--- src/rtl/icache_refill_ctrl.sv ---
// ICache refill controller: turns fetch-queue miss/uncached requests into one memory read burst each,
// streaming miss lines into the refill port or returning a single uncached word.
module icache_refill_ctrl #(
    parameter int LINE_WORDS = 8,
    parameter int IDX_BITS   = 7
) (
    input  logic                                      clk,
    input  logic                                      reset,
    input  logic                                      req_miss,
    input  logic                                      req_uncached,
    input  logic [31:0]                               req_paddr,
    input  logic                                      abort,
    output logic                                      mem_arvalid,
    input  logic                                      mem_arready,
    output logic [31:0]                               mem_araddr,
    output logic [7:0]                                mem_arlen,
    input  logic                                      mem_rvalid,
    input  logic [31:0]                               mem_rdata,
    input  logic                                      mem_rlast,
    output logic                                      mem_rready,
    output logic                                      refill_we,
    output logic [IDX_BITS-1:0]                       refill_index,
    output logic [$clog2(LINE_WORDS)-1:0]             refill_word,
    output logic [31:0]                               refill_data,
    output logic                                      refill_tag_we,
    output logic [31-IDX_BITS-$clog2(LINE_WORDS)-2:0] refill_tag,
    output logic                                      refill_done,
    output logic                                      uncached_done,
    output logic [31:0]                               uncached_data,
    output logic                                      busy
);
    localparam int          WB        = $clog2(LINE_WORDS);
    localparam int          OFF       = WB + 2;
    localparam logic [31:0] LINE_MASK = 32'(LINE_WORDS * 4 - 1);
    localparam logic [7:0]  MISS_LEN  = 8'(LINE_WORDS - 1);

    typedef enum logic [2:0] {
        S_IDLE,
        S_ADDR,
        S_DATA,
        S_DRAIN,
        S_RELEASE
    } state_t;

    state_t        state_q,   state_d;
    logic          is_miss_q, is_miss_d;
    logic          abort_r_q, abort_r_d;
    logic [31:0]   addr_q,    addr_d;
    logic [7:0]    arlen_q,   arlen_d;
    logic [WB-1:0] beat_q,    beat_d;
    logic [31:0]   udata_q,   udata_d;
    logic          arvalid_q, arvalid_d;
    logic          rready_q,  rready_d;
    logic          busy_q,    busy_d;

    logic beat_ok, miss_beat, unc_beat, last_beat;

    // A beat that coincides with abort is treated as already squashed and is never written.
    always_comb begin
        beat_ok   = (state_q == S_DATA) && mem_rvalid && !abort;
        miss_beat = beat_ok && is_miss_q;
        unc_beat  = beat_ok && !is_miss_q;
        last_beat = mem_rvalid && mem_rlast;
    end

    always_comb begin
        // NOTE: every _d gets its hold value first so no path through the case can infer a latch.
        state_d   = state_q;
        is_miss_d = is_miss_q;
        abort_r_d = abort_r_q;
        addr_d    = addr_q;
        arlen_d   = arlen_q;
        beat_d    = beat_q;
        udata_d   = udata_q;
        unique case (state_q)
            S_IDLE: begin
                if ((req_miss || req_uncached) && !abort) begin
                    state_d   = S_ADDR;
                    is_miss_d = req_miss;
                    abort_r_d = 1'b0;
                    beat_d    = '0;
                    addr_d    = req_paddr & ~(req_miss ? LINE_MASK : 32'h3);
                    arlen_d   = req_miss ? MISS_LEN : 8'd0;
                end
            end
            S_ADDR: begin
                if (abort) abort_r_d = 1'b1;
                if (mem_arready) state_d = (abort_r_q || abort) ? S_DRAIN : S_DATA;
            end
            S_DATA: begin
                if (beat_ok)  beat_d  = beat_q + WB'(1);
                if (unc_beat) udata_d = mem_rdata;
                // An rlast that lands with abort still ends the burst; waiting in DRAIN would hang.
                if (last_beat)  state_d = S_RELEASE;
                else if (abort) state_d = S_DRAIN;
            end
            S_DRAIN: begin
                if (last_beat) state_d = S_RELEASE;
            end
            S_RELEASE: begin
                if (!req_miss && !req_uncached) state_d = S_IDLE;
            end
            default: state_d = S_IDLE;
        endcase
        arvalid_d = (state_d == S_ADDR);
        rready_d  = (state_d == S_DATA) || (state_d == S_DRAIN);
        busy_d    = (state_d != S_IDLE);
    end

    always_ff @(posedge clk) begin
        if (reset) begin
            state_q   <= S_IDLE;
            is_miss_q <= 1'b0;
            abort_r_q <= 1'b0;
            addr_q    <= '0;
            arlen_q   <= '0;
            beat_q    <= '0;
            udata_q   <= '0;
            arvalid_q <= 1'b0;
            rready_q  <= 1'b0;
            busy_q    <= 1'b0;
        end else begin
            // NOTE: non-blocking assignments so every flop samples the pre-edge value of its peers.
            state_q   <= state_d;
            is_miss_q <= is_miss_d;
            abort_r_q <= abort_r_d;
            addr_q    <= addr_d;
            arlen_q   <= arlen_d;
            beat_q    <= beat_d;
            udata_q   <= udata_d;
            arvalid_q <= arvalid_d;
            rready_q  <= rready_d;
            busy_q    <= busy_d;
        end
    end

    assign mem_arvalid   = arvalid_q;
    assign mem_araddr    = addr_q;
    assign mem_arlen     = arlen_q;
    assign mem_rready    = rready_q;
    assign refill_we     = miss_beat;
    assign refill_index  = addr_q[OFF +: IDX_BITS];
    assign refill_word   = beat_q;
    assign refill_data   = miss_beat ? mem_rdata : 32'h0;
    assign refill_tag_we = miss_beat && mem_rlast;
    assign refill_tag    = addr_q[31:OFF+IDX_BITS];
    assign refill_done   = miss_beat && mem_rlast;
    assign uncached_done = unc_beat && mem_rlast;
    assign uncached_data = unc_beat ? mem_rdata : udata_q;
    assign busy          = busy_q;
endmodule

--- config.mk ---
export PLATFORM = sky130hd
export DESIGN_NAME = icache_refill_ctrl
export DESIGN_NICKNAME = d
export VERILOG_FILES = /design/src/rtl/icache_refill_ctrl.sv
export SDC_FILE = /design/constraint.sdc
export NUM_CORES = 1
export LEC_CHECK = 0
export CAP_MARGIN = 40
export CELL_PAD_IN_SITES_DETAIL_PLACEMENT = 0
export CELL_PAD_IN_SITES_GLOBAL_PLACEMENT = 1
export CORE_MARGIN = 2
export CORE_UTILIZATION = 31
export CTS_CLUSTER_DIAMETER = 120
export CTS_CLUSTER_SIZE = 10
export DETAILED_ROUTE_END_ITERATION = 7
export MAX_ROUTING_LAYER = met4
export PLACE_DENSITY = 0.95
export SYNTH_ARGS = -nofsm -noshare
export SYNTH_HDL_FRONTEND = slang
export SYNTH_SLANG_ARGS = --single-unit
--- constraint.sdc ---
create_clock -name clk -period 2.9 [get_ports clk]
set_clock_uncertainty 0.05 [all_clocks]
set_input_delay 0.435 -clock clk [delete_from_list [all_inputs] [get_ports clk]]
set_output_delay 0.435 -clock clk [all_outputs]
set_load 0.02 [all_outputs]
# Yosys cells after proc, flatten, opt, wreduce, memory -nomap -nowiden
# Cells that the tools add are included.
# word_totals
regBits	83
inputBits	72
output_inout_bits	141
# classes
n_addsub	1
eq_ne	10
muxes	18
bitwise_logic	2
n_reduce_logical	23
# ops
cell	count
32-bit 2-to-1 mux	2
32-bit AND	1
5-bit NOT with 32-bit output	1
3-bit 2-to-1 mux	9
3-bit case mux with 5 select lines	1
3-bit by 2-bit equality test with 1-bit output, second input constant	4
1-bit logical AND	9
3-bit by 1-bit equality test with 1-bit output, second input constant	2
2-bit != test, second input constant	3
3-bit case mux with 2 select lines	1
3-bit AND reduction	2
5-bit 2-to-1 mux	1
1-bit zero test	4
2-bit nonzero test	2
3-bit by 1-bit adder with 3-bit output, second input constant	1
3-bit equality test, second input constant	1
3-bit zero test	1
1-bit logical OR	3
1-bit 2-to-1 mux	3
3-bit nonzero test	1
1-bit case mux with 2 select lines	1
2-bit AND reduction	1

# Longest topological paths before layout
# logic_depth
ltp_word	6
depth_mapped	7

# Worst setup path before layout
# No wires, ideal clock.
# synth_timing
path_kind	input port to output port
start	input abort
end	output uncached_data[10]
arrival_time_ns	1.570
t_required_ns	2.415
slack_ns	0.845
cell_stages	6
path_buffers	3
path_cell_list	or2_1 buf_2 nor3_4 buf_6 buf_12 mux2_4
# synth_between
elab_chain_cells	4
# synth_rtl
element	line_no	text
start: declaration	12	input logic abort,
1-bit zero test	60	beat_ok = (state_q == S_DATA) && mem_rvalid && !abort;
1-bit logical AND	60	
1-bit logical AND	62	unc_beat = beat_ok && !is_miss_q;
32-bit 2-to-1 mux	--	
end: declaration	29	output logic [31:0] uncached_data,
# Every way passes these cells.

# Worst setup path after layout
# layout_timing
start	input abort
end	output uncached_data[29]
# The elaborated chain is that of the path after synthesis.

==> impl_metrics.csv <==
group,metric,value,unit
yosys,syn_area,4120,um2
critical_path,arrival,2.30,ns
finish,layout_commonest_cell,"clkdlybuf4s50_1",
global_route,antenna_found_initial,0,
die,die_height,119,um
critical_path,required,2.41,ns
route,postRouteAntennaNets,0,
timing,worst_slack,0.118,ns
place,dpl.hpwl,8570,um
route,avgViaCountPerCell,4.69,
clocking,post_cts_buffers,0,
timing,tns,0,ns
finish,fill_cells,1261,
critical_path,r2r_cells,6,
min_path,worst_hold_path.endpoint,"udata_q[23]",
global_route,grt_pass1_wl,18500,um
yosys,synthDistinctLibCells,41,
critical_path,cpPeakStageDelay,0.43,ns
route,wl_per_cell,14.5,um
min_path,hold_depth,2,
die,rows,42,
timing,max-slew-margin-rel,0.581,
critical_path,crit_slowest_cell,"clkdlybuf4s50_1",
timing,finalSetupViolations,0,
critical_path,cp_max_fo,18,
finish,multiInputGateArea,2170,um2
route,dr.first_iter.drc_count,200,
timing,fmax,359,MHz
route,drt_first_pass_iters,4,
die,ios,213,
critical_path,crit_family,"buffers and inverters",
clocking,clock_path_buffers,2,
finish,seq_area,1460,um2
clocking,cts_tree,"done",
timing,rsz0062_at_grt,"no",
critical_path,crit_type,"primary input to primary output",
min_path,hold_path_class,"flip-flop to flip-flop",
power_and_ir_drop,p_per_area,420,nW/um2
route,drc,0,
finish,areaGrowthSynthToFinish,54.8,%
finish,finalInstanceArea,6370,um2
clocking,clkTransAtPathRegs,0.05,ns
place,post-place-ws,-0.122,ns
power_and_ir_drop,p_leak,2.71,nW
place,gp_congestion,0.794,
timing,final-max-slew-violation-count,0,
clocking,clock-root-buffer,"clkbuf_16",
global_route,grt_pass1_vias,3741,
place,port_buffers,203,
power_and_ir_drop,peakVddDrop,223,uV
yosys,ys_ff_latch,73,
clocking,cts_hold_buf,0,
yosys,ys.flop_type,"dfxtp_1",
finish,final_nets,696,
yosys,yosysWarnings,0,
global_route,grt-ovfl-total,0,
yosys,syn_avg_cell_area,9.17,um2
min_path,hp-start,"udata_q[23]",
finish,final_cell_mix,"clkdlybuf4s50_1, dfxtp_1, nand2b_1",
finish,insertedDiodeCount,0,
die,die-area,14200,um2
timing,period_needed,2.78,ns
yosys,synthCells,449,
timing,min_period_over_period,0.959,
critical_path,start_kind,"primary input",
yosys,ys_seq_area_frac,0.355,
route,drt_wl_total,11600,um
yosys,synth_edf_count,0,
clocking,htreeDepth,3,
critical_path,ff2ff_setup_slack,1.19,ns
clocking,cts_sinks,73,
timing,worst_pin_slew,0.628,ns
critical_path,cp.buffers_inverters,4,
job,maxCapViolations,0,
critical_path,endpoint_kind,"primary output",
critical_path,reg2reg_from,"state_q[1]",
route,dr_total_vias,3770,
place,placed_area,6160,um2
run_status,status,"finished clean",
clocking,clk_latency,0.34,ns
die,die_w,119,um
critical_path,cp_common_cell,"buf_12",
die,coreArea,13100,um2
clocking,cts_buffers,9,
finish,drive_gt1_frac,0.132,
global_route,grt.total_usage,0.168,
die,start_util,0.314,
global_route,grt_max_degree,51,
critical_path,crit_chain,"clkdlybuf4s50_1 -> or2_1 -> nor3_4 -> buf_12 -> buf_12 -> mux2_4 -> dlygate4sd2_1",
yosys,async_reset_ff_frac,0,
critical_path,r2r-end,"udata_q[20]",
critical_path,cp_num_cells,7,
timing,hold_viol,0,
routing by layer:
metal,part of all wire,up-vias,track usage
met3,0.083,20,0.0484
met2,0.46,182,0.276
met4,0.020,0,0.0699
met5,0,-,-
li1,-,1834,-
met1,0.43,1734,0.191
worst max-delay path by stage:
stage          startpoint                end  slack [ns]
2_1_floorplan       abort  uncached_data[10]        0.85
3_3_place_gp        abort  uncached_data[29]       -0.12
3_5_place_dp        abort  uncached_data[29]       -0.12
4_1_cts             abort      uncached_done        0.01
5_1_grt             abort  uncached_data[29]        0.04
6_report            abort  uncached_data[29]        0.12
kinds of logic (layout without fill, tap and decap cells):
logic type               after synthesis  after routing  synth area share
multiplexers                          65             65             0.183
flip-flops                            73             73             0.355
AO/OA/AOI/OAI                         79             79             0.102
other                                  1              7          0.000911
AND/OR/NAND/NOR                      154            154             0.233
buffers and inverters                 76            249             0.123
adder cells (fa/ha/maj)                1              1           0.00304
stage by stage:
stage	util	cells	hold slack, ns	power [mW]
finish	0.487	804	0.418	2.67
global route	0.487	804	0.429	2.80
CTS	0.486	804	0.423	2.72
detailed placement	0.471	788	0.415	1.67
global placement	0.471	788	0.407	1.65
floorplan	-	455	0.396	1.41
sequential cells by signal, indices dropped and copies added, names as in the netlist:
register	count
mem_arlen	1
mem_araddr	30
state_q	3
mem_rready	1
udata_q	32
busy	1
abort_r_q	1
mem_arvalid	1
refill_word	3
synthesized netlist by cell type (2+ instances only):
cell type	instances	area share
nand2_1	3	0.0027
and2_1	34	0.052
o21ai_1	5	0.0061
clkbuf_1	24	0.022
mux2_4	17	0.062
inv_1	2	0.0018
buf_2	4	0.0049
nand3_1	30	0.036
mux2i_1	33	0.080
mux2_2	15	0.041
nor3_1	2	0.0024
buf_6	5	0.014
dfxtp_1	73	0.36
a32oi_1	2	0.0043
nand2b_1	66	0.10
nor2_1	4	0.0036
buf_4	39	0.071
nand4b_1	3	0.0064
a21oi_1	37	0.045
o21ai_0	29	0.035
buf_12	2	0.0097
worst reg2reg max path, cell delays in order, from the launching register on:
cell	delay, ns
dfxtp_1	0.51
nand3b_2	0.16
nor3_4	0.21
buf_12	0.19
buf_12	0.15
buf_4	0.15
mux2i_1	0.20
what timing repair did:
item,in CTS,in global routing
gates cloned,0,0
pin swaps,0,0
gates resized for setup,63,5
setup endpoints to repair,63,5
final cells by class:
class / instances / area share
Timing Repair Buffer: 231 / 0.351
Multi-Input combinational cell: 306 / 0.341
Sequential cell: 73 / 0.229
Clock buffer: 13 / 0.0409
Tap cell: 176 / 0.0346
Clock inverter: 3 / 0.00236
Inverter: 2 / 0.00118
where the power goes:
part | internal (mW) | leakage, nW | total, mW | switching [mW]
Combinational | 0.282 | 1.98 | 0.558 | 0.276
Sequential | 1.05 | 0.593 | 1.08 | 0.0352
Clock | 0.622 | 0.139 | 1.04 | 0.414
Total | 1.95 | 2.71 | 2.67 | 0.726
Note: power is estimated with default switching activity, not from simulation.
==> RTL edit 1, RTL diff (same settings) <==
Reset style: asynchronous (`reset`), changed in one clocked block.
--- a/src/rtl/icache_refill_ctrl.sv
+++ b/src/rtl/icache_refill_ctrl.sv
@@ -107,7 +107,7 @@
         busy_d    = (state_d != S_IDLE);
     end
 
-    always_ff @(posedge clk) begin
+    always_ff @(posedge clk or posedge reset) begin
         if (reset) begin
             state_q   <= S_IDLE;
             is_miss_q <= 1'b0;
Check against the original RTL: differs if reset is asserted again (counterexample within 4 cycles, from zero or initial values and one cycle with reset high); with reset held inactive, the same outputs for 10 cycles.
==> RTL edit 1 against the original RTL <==
Worst setup slack got worse by 0.048 ns. Count of clock-buffer cells in the layout shrank 3. Synthesized area down 0.43%. Sequential cell count unchanged. Design area rose by 1.9%. Routed wire length is 12% lower.
Power is not compared: it rests on default switching activity, and its combinational part moved more than twofold at a synthesized area within 25%.
==> RTL edit 1: results (changes against the original RTL) <==
[setup_path]
regToRegSetupSlack_ns=0.89  ; was 1.19 ns
slowest_stage=clkdlybuf4s50_1  ; unchanged
path_delay_family=buffers and inverters  ; unchanged
cpPeakStageDelay_ns=0.44
crit_fanout=15  ; was 18

[layout]
drive_gt1_share_pct=21.1  ; was 13.2%
largest_register_ffs=32  ; unchanged
fin_nets=637  ; was 696
insertedDiodeCount=0  ; unchanged
regMostFlops=udata_q  ; unchanged
fill_cells=1157  ; was 1261

[clock_tree]
clk_path_buf_depth=2  ; unchanged
cts_buffers=9  ; unchanged
cts_resized=34  ; was 63
clk_latency_ns=0.32  ; was 0.34 ns
path_clk_slew_ns=0.06
post_cts_buffers=0  ; unchanged
cts-root-buf=clkbuf_16  ; unchanged
htreeDepth=3  ; unchanged

[synth]
synth_cells=371  ; was 449
yosys-top-cells-count=nand2_1 (93), dfrtp_1 (73), mux2_4 (49)  ; was dfxtp_1 (73), nand2b_1 (66), buf_4 (39)
synthTopCellsByArea=dfrtp_1 (45%), mux2_4 (18%), nand2_1 (8.5%)  ; was dfxtp_1 (36%), nand2b_1 (10%), mux2i_1 (8.0%)
yosysWarnings=0  ; unchanged
synth_seq_area_share_pct=44.6  ; was 35.5%
synth.distinct_cells=35  ; was 41
async_flop_share_pct=100  ; was 0%
synth_edf_count=0  ; unchanged

[power]
power.leakage_nw=3.08
p_sw_mw=2.39
peakVddDrop_v=0.000416
pg_seq_mw=1.78
pwr.group.clock_mw=1.34

[global_route]
first_global_vias=3381  ; was 3741
grt.total_usage_pct=15.2  ; was 16.8%
antenna_found_initial=0  ; unchanged
grt_pass1_wl_um=16900  ; was 18500 um
grt_max_degree=44  ; was 51

[placement]
dpl_cell_area_mm2=0.00617  ; was 0.00616 mm^2
dp_hpwl_um=7770  ; was 8570 um
dp_cells=729  ; was 788
place_congestion=0.735  ; was 0.794
port_buffers=203  ; unchanged

[sta]
slew_headroom_pct=61.5  ; was 58.1%
hold_viol=0  ; unchanged
worst_hold_slack_ns=0.425  ; was 0.418 ns

[drt]
firstDrtPassIters=4  ; unchanged
dr.first_iter.drc_count=112  ; was 200
vias=3250  ; was 3770
drt-total-wl_um=10300  ; was 11600 um
via_per_inst=4.36  ; was 4.69

[min_path]
hp-class=primary input to async pin  ; was flop to flop

[status]
status=complete, no violations  ; unchanged

[RTL edit 1: changes by cell type after synthesis, moves of 29 or more]
cell	change
nand2_1	+90
dfrtp_1	+73
dfxtp_1	-73
nand2b_1	-60
and3_1	+34
a21oi_1	-33
and2_1	-32
mux2_4	+32
mux2i_1	-32
nand3_1	-29
[RTL edit 1: final timing paths]
path                                from           endpoint  cells past startpoint
max                                abort  uncached_data[22]                      7
min                                reset     mem_araddr[19]                      2
max reg2reg                   state_q[0]        udata_q[30]                      7
min reg2reg                mem_araddr[4]      mem_araddr[4]                      2
max in group asynchronous          reset     mem_araddr[16]                      3
min in group clk           mem_araddr[4]      mem_araddr[4]                      2
[RTL edit 1: stage by stage]
step	utilization [%]	setup TNS, ns	power, mW	worst slack [ns]
2_1_floorplan	-	0	4.05	0.562
3_3_place_gp	47.1	-7.95	5.35	-0.265
3_5_place_dp	47.1	-7.80	5.46	-0.268
4_1_cts	49.6	0	6.66	0.0424
5_1_grt	49.6	0	6.96	0.00205
6_report	49.6	0	6.58	0.0707
[RTL edit 1: routing by layer]
layer,part of all wire (%),routed length [um],track usage (%),vias to the layer above
met4,1.5,159,5.58,0
met2,53,5420,26.9,105
met3,4.4,449,2.92,12
li1,-,-,-,1574
met5,0,0,-,-
met1,41,4260,17.1,1559
[RTL edit 1: area by class of cell]
cell class              count  share of cell area, %
clock buffers              10                   3.53
clock inverters             6                   2.01
inverters                   2                  0.135
multi-input cells         243                   27.6
flip-flops and latches     73                   28.2
well taps                 176                   3.39
repair buffers            235                   35.2
[RTL edit 1: logic make-up after synthesis]
group	Yosys count	share of synthesized area [%]
compound gates	15	2.05
fa+ha+maj	1	0.305
buf+inv	61	12.4
flops	73	44.6
mux	65	22.3
other cells	1	0.0915
simple gates	155	18.3
==> RTL edit 2, RTL diff (same flow settings) <==
Made on the original files. The parameter `LINE_WORDS` goes from 8 to 4.
--- a/src/rtl/icache_refill_ctrl.sv
+++ b/src/rtl/icache_refill_ctrl.sv
@@ -1,7 +1,7 @@
 // ICache refill controller: turns fetch-queue miss/uncached requests into one memory read burst each,
 // streaming miss lines into the refill port or returning a single uncached word.
 module icache_refill_ctrl #(
-    parameter int LINE_WORDS = 8,
+    parameter int LINE_WORDS = 4,
     parameter int IDX_BITS   = 7
 ) (
     input  logic                                      clk,
Ports: changed (resized refill_tag and refill_word); port bits go from 213 to 213. No check against the original RTL was run, so the function may have changed too.
==> RTL edit 2 against the original RTL <==
Synthesized area shrank 17%. Sequential cell count fell by 1. Synthesized cell count down 18%. Fmax decreased by 1.6%. Total power is 12% lower. Worst setup slack worse by 0.045 ns. Routed wire length fell by 20%. Highest routed layer unchanged. Design area is 13% lower. Largest power group unchanged.
==> RTL edit 2: results (changes against the original RTL) <==
[global_route]
grt_pass1_wl_um=14100  ; was 18500 um
grt_max_degree=34  ; was 51
grt.total_usage_pct=15.6  ; was 16.8%
first_global_vias=2892  ; was 3741
grt_util_met3_pct=5.56  ; was 4.84%
met2_usage_pct=27.2  ; was 27.6%
met1_usage_pct=16.8  ; was 19.1%
antenna_found_initial=0  ; unchanged

[placement]
place_congestion=0.790  ; was 0.794
dpl_worst_slack_ns=0.0673  ; was -0.122 ns
dp_cells=668  ; was 788
dp_hpwl_um=7180  ; was 8570 um
port_buffers=202  ; was 203

[min_path]
hp-class=flop to flop  ; unchanged
hold_path_depth=2  ; unchanged

[setup_path]
cp.arrival_ns=2.34  ; was 2.30 ns
crit_fanout=9  ; was 18
rr_worst_depth=5  ; was 6

[layout]
fin_nets=611  ; was 696
largest_register_ffs=32  ; unchanged
insertedDiodeCount=0  ; unchanged
drive_gt1_share_pct=12.9  ; was 13.2%

[drt]
via_per_inst=4.47  ; was 4.69
dr.first_iter.drc_count=112  ; was 200
routedWlPerCell_um=13.6  ; was 14.5 um
vias=3056  ; was 3770

[clock_tree]
clk_path_buf_depth=2  ; unchanged
cts_buffers=9  ; unchanged
path_clk_slew_ns=0.07  ; was 0.05 ns
cts-root-buf=clkbuf_8  ; was clkbuf_16

[synth]
synth_seq_area_share_pct=42.4  ; was 35.5%
yosys-top-cells-count=dfxtp_1 (72), nand2_1 (62), buf_4 (39)  ; was dfxtp_1 (73), nand2b_1 (66), buf_4 (39)
synthTopCellsByArea=dfxtp_1 (42%), mux2_4 (11%), buf_4 (8.6%)  ; was dfxtp_1 (36%), nand2b_1 (10%), mux2i_1 (8.0%)
synth.distinct_cells=30  ; was 41
synth_cells=367  ; was 449

[power]
peakVddDrop_v=0.000234  ; was 0.000223 V
p_sw_mw=0.624  ; was 0.726 mW
power.leakage_nw=2.22  ; was 2.71 nW

[status]
status=complete, no violations  ; unchanged

-- RTL edit 2: changes by cell type in the layout (fill, tap and decap cells not counted), sizes merged, moves of 26 or more --
| cell | change |
|---|---|
| nor2b | +32 |
| nand2 | +59 |
| o21ai | -32 |
| mux2i | -33 |
| clkdlybuf4s50 | +64 |
| nand3 | -26 |
| nand2b | -65 |
| dlygate4sd2 | -63 |
-- RTL edit 2: stage by stage --
step | cell area, um^2 | hold WS, ns | power, mW | util, %
6_report | 5540 | 0.417 | 2.35 | 51.6
5_1_grt | 5540 | 0.442 | 2.48 | 51.6
4_1_cts | 5530 | 0.420 | 2.40 | 51.5
3_5_place_dp | 5340 | 0.408 | 1.58 | 49.7
3_3_place_gp | 5340 | 0.388 | 1.58 | 49.7
2_1_floorplan | 3420 | 0.399 | 1.35 | -
-- RTL edit 2: worst max-delay path, cell delays in order --
cell             delay [ns]
clkdlybuf4s50_1        0.46
nor2_2                 0.20
nand4_4                0.16
buf_4                  0.23
mux2_4                 0.31
clkdlybuf4s50_1        0.55
-- RTL edit 2: cell families after synthesis --
group                  Yosys count  synth area share (%)
AOI/OAI and AO/OA               43                  7.03
buffers and inverters           67                  12.6
DFF                             72                  42.4
muxes                           32                  13.3
other                            1                 0.110
and+or+nand+nor                152                  24.6
-- RTL edit 2: power groups by stage --
| stage | Sequential (mW) | Combinational [mW] | Clock (mW) |
|---|---|---|---|
| global placement | 1.08 | 0.493 | 0 |
| detailed placement | 1.08 | 0.499 | 0 |
| floorplan | 1.12 | 0.232 | 0 |
| CTS | 1.06 | 0.502 | 0.832 |
| global route | 1.07 | 0.531 | 0.878 |
| finish | 1.06 | 0.497 | 0.795 |
-- RTL edit 2: final timing paths --
check | startpoint | to | slack (ns)
hold reg to reg | mem_araddr[2] | mem_araddr[2] | 0.42
setup / recovery | abort | uncached_data[6] | 0.07
hold / removal | mem_araddr[2] | mem_araddr[2] | 0.42
setup reg to reg | state_q[1] | udata_q[6] | 1.21
-- RTL edit 2: cell type report --
type,instances,area (um^2)
Tap cell,140,175
Clock buffer,13,159
Timing Repair Buffer,215,2150
Sequential cell,72,1440
Fill cell,962,5200
Inverter,6,22.5
Multi-Input combinational cell,235,1560
Clock inverter,3,40.0
-- RTL edit 2: repair_timing --
action / CTS / global route
gates resized for setup: 0 / 3
hold buffers: 0 / 0
setup endpoints to repair: 0 / 3
-- RTL edit 2: routing by layer --
layer	vias to the layer above	part of all wire, %
met5	-	0
met4	0	0.91
met3	10	10
met2	148	49
met1	1408	40
li1	1490	-
